===== src/rtl/seg7_pkg.sv =====
// Shared seven-segment definitions: segment vector type, hex glyph table
// and the all-dark pattern. Bit order is {g,f,e,d,c,b,a}, active-high.
package seg7_pkg;

  typedef logic [6:0] seg7_t;

  localparam seg7_t SEG7_BLANK = 7'h00;

  // Glyphs for 0..9, A, b, c, d, E, F
  localparam seg7_t SEG7_LUT [16] = '{
    7'h3F, 7'h06, 7'h5B, 7'h4F, 7'h66, 7'h6D, 7'h7D, 7'h07,
    7'h7F, 7'h6F, 7'h77, 7'h7C, 7'h58, 7'h5E, 7'h79, 7'h71
  };

  function automatic seg7_t seg7_encode(input logic [3:0] nib);
    return SEG7_LUT[nib];
  endfunction

endpackage


===== src/rtl/sevenseg_scan_if.sv =====
// Display bundle between the status/datapath side (master) and the
// scanning display driver (slave).
interface sevenseg_scan_if #(
  parameter int N_DIGITS = 4
);
  import seg7_pkg::*;

  localparam int IW = $clog2(N_DIGITS);

  logic [4*N_DIGITS-1:0] value;
  logic [N_DIGITS-1:0]   blank;
  logic [N_DIGITS-1:0]   dp;
  logic [N_DIGITS-1:0]   blink_en;
  logic                  overlay_en;
  seg7_t                 seg;
  logic                  seg_dp;
  logic [N_DIGITS-1:0]   an;
  logic [IW-1:0]         scan_idx;
  logic                  frame_tick;

  modport master (
    output value, blank, dp, blink_en, overlay_en,
    input  seg, seg_dp, an, scan_idx, frame_tick
  );

  modport slave (
    input  value, blank, dp, blink_en, overlay_en,
    output seg, seg_dp, an, scan_idx, frame_tick
  );

endinterface


===== src/rtl/hex_to_seg7.sv =====
// Combinational hex nibble to seven-segment glyph decoder.
module hex_to_seg7
  import seg7_pkg::*;
(
  input  logic [3:0] nib_i,
  output seg7_t      seg_o
);

  // Table lookup into the shared glyph set
  always_comb begin
    seg_o = seg7_encode(nib_i);
  end

endmodule


===== src/rtl/sevenseg_scan.sv =====
// N-digit time-multiplexed seven-segment driver with internal scan
// prescaler, per-digit blank/dp/blink, anti-ghosting dead time and a
// constant overlay. All pin outputs are registered.
module sevenseg_scan
  import seg7_pkg::*;
#(
  parameter int                    N_DIGITS      = 4,
  parameter int                    SCAN_DIV      = 50000,
  parameter int                    DEAD          = 2,
  parameter int                    BLINK_LOG2    = 6,
  parameter int                    AN_ACTIVE_LOW = 1,
  parameter logic [4*N_DIGITS-1:0] OVERLAY       = 16'h0028
) (
  input logic           clk,
  input logic           rst,
  sevenseg_scan_if.slave disp
);

  localparam int PW = $clog2(SCAN_DIV);
  localparam int IW = $clog2(N_DIGITS);
  localparam logic [N_DIGITS-1:0] AN_OFF = {N_DIGITS{AN_ACTIVE_LOW != 0}};

  logic [PW-1:0]         presc_q, presc_d;
  logic [IW-1:0]         idx_q, idx_d;
  logic [BLINK_LOG2-1:0] blink_cnt_q, blink_cnt_d;
  logic                  blink_phase_q, blink_phase_d;

  seg7_t                 seg_q, seg_d;
  logic                  seg_dp_q, seg_dp_d;
  logic [N_DIGITS-1:0]   an_q, an_d;
  logic                  frame_tick_q, frame_tick_d;

  logic                  slot_tick;
  logic                  frame_wrap;
  logic [4*N_DIGITS-1:0] overlay_w;
  logic [3:0]            nib;
  seg7_t                 nib_seg;
  logic                  dark;
  logic [N_DIGITS-1:0]   onehot;

  assign overlay_w = OVERLAY;

  hex_to_seg7 u_dec (
    .nib_i (nib),
    .seg_o (nib_seg)
  );

  // Scan prescaler, digit index and blink phase next-state
  always_comb begin
    slot_tick     = (presc_q == PW'(SCAN_DIV - 1));
    frame_wrap    = slot_tick && (idx_q == IW'(N_DIGITS - 1));
    presc_d       = slot_tick ? '0 : presc_q + PW'(1);
    idx_d         = idx_q;
    blink_cnt_d   = blink_cnt_q;
    blink_phase_d = blink_phase_q;
    if (slot_tick) begin
      idx_d       = frame_wrap ? '0 : idx_q + IW'(1);
      blink_cnt_d = blink_cnt_q + BLINK_LOG2'(1);
      if (blink_cnt_d == '0) begin
        blink_phase_d = ~blink_phase_q;
      end
    end
  end

  // Pin values for the digit under scan, from current counters and inputs
  always_comb begin
    nib          = disp.overlay_en ? overlay_w[{idx_q, 2'b00} +: 4]
                                   : disp.value[{idx_q, 2'b00} +: 4];
    dark         = disp.blank[idx_q] | (disp.blink_en[idx_q] & blink_phase_q);
    onehot       = {{(N_DIGITS-1){1'b0}}, 1'b1} << idx_q;
    an_d         = AN_OFF;
    seg_d        = SEG7_BLANK;
    seg_dp_d     = 1'b0;
    frame_tick_d = frame_wrap;
    if (!(int'(presc_q) < DEAD) && !dark) begin
      an_d     = (AN_ACTIVE_LOW != 0) ? ~onehot : onehot;
      seg_d    = nib_seg;
      seg_dp_d = disp.dp[idx_q];
    end
  end

  // Counter and output registers
  always_ff @(posedge clk or posedge rst) begin
    if (rst) begin
      presc_q       <= '0;
      idx_q         <= '0;
      blink_cnt_q   <= '0;
      blink_phase_q <= 1'b0;
      seg_q         <= SEG7_BLANK;
      seg_dp_q      <= 1'b0;
      an_q          <= AN_OFF;
      frame_tick_q  <= 1'b0;
    end else begin
      presc_q       <= presc_d;
      idx_q         <= idx_d;
      blink_cnt_q   <= blink_cnt_d;
      blink_phase_q <= blink_phase_d;
      seg_q         <= seg_d;
      seg_dp_q      <= seg_dp_d;
      an_q          <= an_d;
      frame_tick_q  <= frame_tick_d;
    end
  end

  assign disp.seg        = seg_q;
  assign disp.seg_dp     = seg_dp_q;
  assign disp.an         = an_q;
  assign disp.scan_idx   = idx_q;
  assign disp.frame_tick = frame_tick_q;

endmodule

===== src/flat_wrapper.sv =====
// flat-port wrapper written by rule: the top's interface ports become plain ports
module sevenseg_scan_flat import seg7_pkg::*;
#(
  parameter int                    N_DIGITS      = 4,
  parameter int                    SCAN_DIV      = 50000,
  parameter int                    DEAD          = 2,
  parameter int                    BLINK_LOG2    = 6,
  parameter int                    AN_ACTIVE_LOW = 1,
  parameter logic [4*N_DIGITS-1:0] OVERLAY       = 16'h0028
)
  (clk, rst, disp_value, disp_blank, disp_dp, disp_blink_en, disp_overlay_en, disp_seg, disp_seg_dp, disp_an, disp_scan_idx, disp_frame_tick);
  sevenseg_scan_if #(.N_DIGITS(N_DIGITS)) disp_i ();
  input logic clk;
  input logic rst;
  input wire logic [$bits(disp_i.value)-1:0] disp_value;
  input wire logic [$bits(disp_i.blank)-1:0] disp_blank;
  input wire logic [$bits(disp_i.dp)-1:0] disp_dp;
  input wire logic [$bits(disp_i.blink_en)-1:0] disp_blink_en;
  input wire logic [$bits(disp_i.overlay_en)-1:0] disp_overlay_en;
  output wire logic [$bits(disp_i.seg)-1:0] disp_seg;
  output wire logic [$bits(disp_i.seg_dp)-1:0] disp_seg_dp;
  output wire logic [$bits(disp_i.an)-1:0] disp_an;
  output wire logic [$bits(disp_i.scan_idx)-1:0] disp_scan_idx;
  output wire logic [$bits(disp_i.frame_tick)-1:0] disp_frame_tick;
  assign disp_i.value = disp_value;
  assign disp_i.blank = disp_blank;
  assign disp_i.dp = disp_dp;
  assign disp_i.blink_en = disp_blink_en;
  assign disp_i.overlay_en = disp_overlay_en;
  assign disp_seg = disp_i.seg;
  assign disp_seg_dp = disp_i.seg_dp;
  assign disp_an = disp_i.an;
  assign disp_scan_idx = disp_i.scan_idx;
  assign disp_frame_tick = disp_i.frame_tick;
  sevenseg_scan #(.N_DIGITS(N_DIGITS), .SCAN_DIV(SCAN_DIV), .DEAD(DEAD), .BLINK_LOG2(BLINK_LOG2), .AN_ACTIVE_LOW(AN_ACTIVE_LOW), .OVERLAY(OVERLAY)) u_core (.clk(clk), .rst(rst), .disp(disp_i));
endmodule

===== config.mk =====
export PLATFORM = sky130hd
export DESIGN_NAME = sevenseg_scan_flat
export DESIGN_NICKNAME = d
export VERILOG_FILES = /design/src/rtl/seg7_pkg.sv /design/src/rtl/sevenseg_scan_if.sv /design/src/rtl/hex_to_seg7.sv /design/src/rtl/sevenseg_scan.sv /design/src/flat_wrapper.sv
export SDC_FILE = /design/constraint.sdc
export NUM_CORES = 1
export LEC_CHECK = 0
export CAP_MARGIN = 10
export CORE_ASPECT_RATIO = 1.25
export CORE_MARGIN = 2
export CORE_UTILIZATION = 41
export DETAILED_ROUTE_END_ITERATION = 8
export GPL_TIMING_DRIVEN = 0
export PLACE_DENSITY = 0.66
export SLEW_MARGIN = 25
export SYNTH_ARGS = -nofsm -noshare
export SYNTH_HDL_FRONTEND = slang
export SYNTH_HIERARCHICAL = 1
export SYNTH_SLANG_ARGS = --single-unit

===== constraint.sdc =====
create_clock -name clk -period 5.68 [get_ports clk]
set_input_delay 1.136 -clock clk [delete_from_list [all_inputs] [get_ports clk]]
set_output_delay 1.136 -clock clk [all_outputs]
set_load 0.02 [all_outputs]

* Word-level counts from Yosys, hierarchy flattened
Memory sizes are Yosys's and may differ from the RTL's.
Index checks and enable logic that the tools add are counted.
Widths: inputs -> output; s select.
** Storage, ports and cells
- Output and inout bits :: 15
- Memories :: 1
- Memory bits (read-only) :: 112
- Bits of input ports :: 31
- Memory bits (writable) :: 0
- Register bits after elaboration :: 38
- Bits in latches :: 0
** Memories
- (no name shown) :: depth 16, width 7, rd ports 1, clocked after memory_dff 0, write ports 0, RTL line seg7_pkg.sv:16 : return SEG7_LUT[nib];
** Cells by class
- Equality and inequality tests :: 2
- Div/mod/pow operators :: 0
- $mul :: 0
- Bitwise logic cells :: 5
- Shift-type cells :: 3
- Add/sub/neg operators :: 3
- Order comparisons :: 3
- Mux-type cells :: 14
- Reduce and logical (&&, ||, !) cells :: 6
** Operator list (number)
- $mux 7 :: 3
- $add 16x1->16 const B :: 1
- $eq 16x16->1 const B :: 1
- $lt 16x2->1 const B :: 1
- $mux 16 :: 1
- $shiftx 16x5->4 :: 1
- $shiftx 16x5->4 const A :: 1
- $mux 4 :: 2
- $add 6x1->6 const B :: 1
- $bmux 1 s2 :: 3
- $logic_not 6->1 :: 1
- $ge 5x5->1 const B :: 1
- $not 4->5 :: 1
- $mux 1 :: 4
- $not 4->4 :: 1
- $shl 1x2->4 const A :: 1
- $lt 2x3->1 const B :: 1
- $add 2x1->2 const B :: 1
- $eq 2x2->1 const B :: 1
- $logic_and 1x1->1 :: 2
- $logic_not 1->1 :: 2
- $mux 2 :: 1
- $reduce_and 2->1 :: 1
- $and 1x1->1 :: 1
- 2 further kinds :: 2

* Depth between registers and ports, before layout
- Word-level depth :: 7
- Mapped depth :: 9
- Depth with buffers taken out :: 8

* Modules after synthesis
The synthesis kept the hierarchy.
** By module, submodules not included
- sevenseg_scan :: instances 1, sequential area each 955.9 µm², area each 1878.1 µm², cells an instance 165
- hex_to_seg7 :: instances 1, sequential area each 0.0 µm², area each 266.5 µm², cells an instance 32

* Worst setup path before layout
Ideal clock, no wire load.
- Kind :: input port to flip-flop
- Start point :: input disp_overlay_en
- End point :: register u_core.seg_q[3] (netlist: u_core/disp.seg[3])
- Stages on the path :: 6
- Slack :: 2.796 ns
- Buffers on the path :: 0
- Arrival time :: 2.765 ns
- Data required time :: 5.561 ns
- Path through :: o31a_1 -> o22ai_1 -> inv_1 -> ha_1 -> mux4_2 -> and2_1
** Between the ends
- Word-level cells in the longest chain between the ends :: 6
** RTL lines
- start, declared :: RTL line flat_wrapper.sv:19 : input wire logic [$bits(disp_i.overlay_en)-1:0] disp_overlay_en;
- $mux 4 :: RTL line sevenseg_scan.sv:67 : nib = disp.overlay_en ? overlay_w[{idx_q, 2'b00} +: 4]
- named net u_core.nib[1] :: RTL line sevenseg_scan.sv:36 : logic [3:0] nib;
- $not 4->5 (implied by the code) :: RTL line seg7_pkg.sv:16
- $mem_v2 16x7
- $mux 7 (implied by the code) (2 in series) :: RTL line seg7_pkg.sv:16
- named net u_core.nib_seg[3] :: RTL line sevenseg_scan.sv:37 : seg7_t nib_seg;
- $mux 7 :: RTL line sevenseg_scan.sv:75 : if (!(int'(presc_q) < DEAD) && !dark) begin
- named net u_core.seg_d[3] :: RTL line sevenseg_scan.sv:28 : seg7_t seg_q, seg_d;
- end signal, assigned :: RTL line sevenseg_scan.sv:98 : seg_q <= seg_d;
- end, declared :: RTL line sevenseg_scan.sv:28
The timed path passes the listed nets, and every way through them passes these cells. The select of a mux whose other input is x is not followed.
A chain may end at the register's enable or synchronous reset.

* Final worst setup path
Ends and elaborated chain as after synthesis.

==> reports/qor.txt <==
crit start category = input pin
# hold bufs at CTS = 0
internal power = 447 uW
die area = 5830 um2
Tcrit/Tclk final = 60.0%
routed vias = 1578
H-tree lvl count = 2
layout overhead on the synthesized area = 30.5%
Mapped Avg Cell Area = 10.9 um2
worst-path fanout max = 7
post-route ant nets = 0
Die Y = 84.9 um
final-stage net count = 295
Achievable Freq = 293 MHz
critical path class = in -> reg
Worst Reg-to-Reg Cells = 8
power density cells = 203 nW/um2
diode count = 0
worst slew pin tran = 0.616 ns
Post-Syn Area = 2140 um2
WL/cell = 12.9 um
status = completed
Comb power frac = 12.0%
critical path capture point type = register
Core Footprint = 5040 um2
slowest stage delay, CP = 0.58 ns
final core occ = 55.5%
Root Buffer = clkbuf_8
Power, Total = 567 uW
Hold Path Class = reg -> reg
I/O pin count = 46
Seq/Total Area, Yosys = 44.6%
share of layout cells above drive strength 1 = 12.0%
GR Overflow Total = 0
max-cap check violation count = 0
min Tclk post-route = 3.41 ns
DR DRC count = 0
gr usage total = 16.1%
pre-CTS setup slack = 1.94 ns
sw frac = 21.2%
CP delay by family, top = buffers and inverters
RSZ-0062 raised after global routing = false
vias in the first global route = 1566
crit path cell chain = clkdlybuf4s50_1 -> o21ai_0 -> o31a_1 -> o22ai_1 -> inv_1 -> ha_1 -> mux4_2 -> and2_1
warnings from Yosys = 6
post-CTS resize count = 0
Pins Over Slew Limit = 0
DRT Pass-1 Iters = 4
Leak Pwr = 1.23 nW
Final Hold Vio Count = 0
Site Rows = 29
Routed Wire Length = 4040 um
Worst EP required = 5.86 ns
headroom to the max-slew limit = 58.6%
CTS Buf Count = 5
Net Switching = 120 uW
total setup buffers inserted after CTS = 0
initial core utilization = 42.5%
CP Buf/Inv Count = 2
fillers = 437
CP max-delay cell = clkdlybuf4s50_1
Syn Inst Count = 197
Final HPWL DP = 3170 um
1st-iter DRT viols = 70
#FFs+latches synth = 38
first-pass GRT wire length = 7060 um
Mapped Nets = 242
# port buffers = 45
final worst slack = 2.27 ns
final count of negative-setup-slack endpoints = 0
initial antenna violation count = 0
library cells used by synthesis = 40
largest net degree at the start of global routing = 30
skew final = 0.00571 ns
Peak VDD IR = 0.0841 mV
# clock sinks = 38
Die Span X = 68.7 um
Levels on crit path = 8
Hold WS = 0.459 ns
Arr. time, crit path = 3.59 ns
Reg power frac = 48.8%
Vias/cell = 5.04
CTS max path bufs = 2
CTS tree = yes
RePlAce Congestion = 0.791
Worst-path clk slew = 0.07 ns
Sum Neg Setup Slack = 0 ns
Clock power frac = 39.2%
hold depth = 1
Skew-Pair Late Insertion Delay = 0.29 ns
-- synthesized netlist by cell type (all sizes together) --
cell    number  share of area [%]
a32oi        1               0.41
or3          2               0.58
o22a         1               0.41
o21bai       1               0.35
nand4        5                1.5
o22ai        2               0.58
mux2         2                1.1
nor4         5                2.2
dfstp        4                4.9
dfrtp       34                 40
mux2i        3                1.4
nand3        7                1.6
inv         14                2.5
and2         9                2.6
a211oi       1               0.35
buf          4                1.2
and2b        1               0.41
nor2b        5                1.5
o31ai        2               0.70
nor3         2               0.47
a31o         1               0.41
nand2       15                2.6
a21oi        3               0.70
nor2        12                2.1
ha          14                8.2
clkbuf       2               0.35
o21ai        3               0.70
mux4         7                7.4
nand2b       6                1.8
o31a         1               0.41
xor2        11                4.8
a211o        1               0.41
xnor2        9                3.7
and3         6                1.8
o32ai        1               0.41
-- cell families after synthesis --
| kind of cell | Yosys count | share of synthesized area [%] |
|---|---|---|
| and+or+nand+nor | 75 | 19.1 |
| DFF | 38 | 44.6 |
| xor gates and xnor gates | 20 | 8.52 |
| buffers and inverters | 20 | 4.03 |
| AOI/OAI and AO/OA | 18 | 5.83 |
| adders and majority gates | 14 | 8.17 |
| muxes | 12 | 9.80 |
-- state kept, by name, indices dropped and copies added (netlist names) --
signal and count:
u_core/blink_phase_q 1, u_core/blink_cnt_q 6, u_core/presc_q 16, u_core/disp.an 4
u_core/disp.seg_dp 1, u_core/disp.frame_tick 1, u_core/disp.scan_idx 2, u_core/disp.seg 7
-- worst paths after layout --
path	from	slack, ns	end
worst max-delay path	disp_overlay_en	2.27	u_core/disp.seg[3]
worst min-delay path	u_core/presc_q[0]	0.46	u_core/presc_q[0]
worst max register to register	u_core/disp.scan_idx[0]	2.90	u_core/disp.seg[3]
worst min register to register	u_core/presc_q[0]	0.46	u_core/presc_q[0]
max in group asynchronous	rst	4.12	u_core/disp.an[0]
min in group asynchronous	rst	1.07	u_core/presc_q[13]
-- final cells by class --
| cell class | instances | area, um2 | area share, % |
|---|---|---|---|
| buffer | 6 | 33.8 | 1.21 |
| clock buffer | 7 | 76.3 | 2.73 |
| clock inverter | 1 | 30.0 | 1.07 |
| inverter | 14 | 52.6 | 1.88 |
| multi-input combinational | 139 | 1100 | 39.4 |
| sequential | 38 | 956 | 34.2 |
| tap | 62 | 77.6 | 2.77 |
| timing repair buffer | 46 | 470 | 16.8 |
-- metal layers --
layer	vias to the layer above	part of all wire, %	track usage [%]
met5	-	0	0
met3	7	4.7	3.98
met2	41	50	25.3
li1	784	-	-
met1	746	43	20.6
met4	0	2.1	7.09
-- power by group through the flow --
stage / logic (mW) / registers (mW) / clock network [mW]
final: 0.0681 / 0.277 / 0.222
after global placement: 0.0670 / 0.282 / 0
after floorplan: 0.0255 / 0.288 / 0
after CTS: 0.0695 / 0.277 / 0.230
after detailed placement: 0.0695 / 0.282 / 0
after global routing: 0.0751 / 0.277 / 0.240
-- layout by cell type (no fill, tap or decap), types with 3 or more instances in the layout --
cell             netlist  layout
nand3_1                7       7
xnor2_1                9       9
xor2_1                10      10
dfrtp_1               34      34
clkbuf_1               2       4
nor2b_1                5       5
mux4_2                 7       7
nand2_1               15      15
o21ai_0                3       3
mux2i_1                3       3
ha_1                  14      14
a21oi_1                3       3
nand2b_1               6       6
clkbuf_8               0       5
nor4_1                 4       4
dfstp_2                4       4
nor2_1                12      12
nand4_1                5       5
inv_1                 13      12
and2_1                 9       9
buf_2                  3       3
and3_1                 5       5
clkdlybuf4s50_1        0      45
-- per-stage QoR --
step,area (um2),instances
global placement,2670,304
detailed placement,2690,305
floorplan,2140,197
finish,2800,313
global route,2800,313
CTS,2800,313
Power figures use the tool's default switching activity.
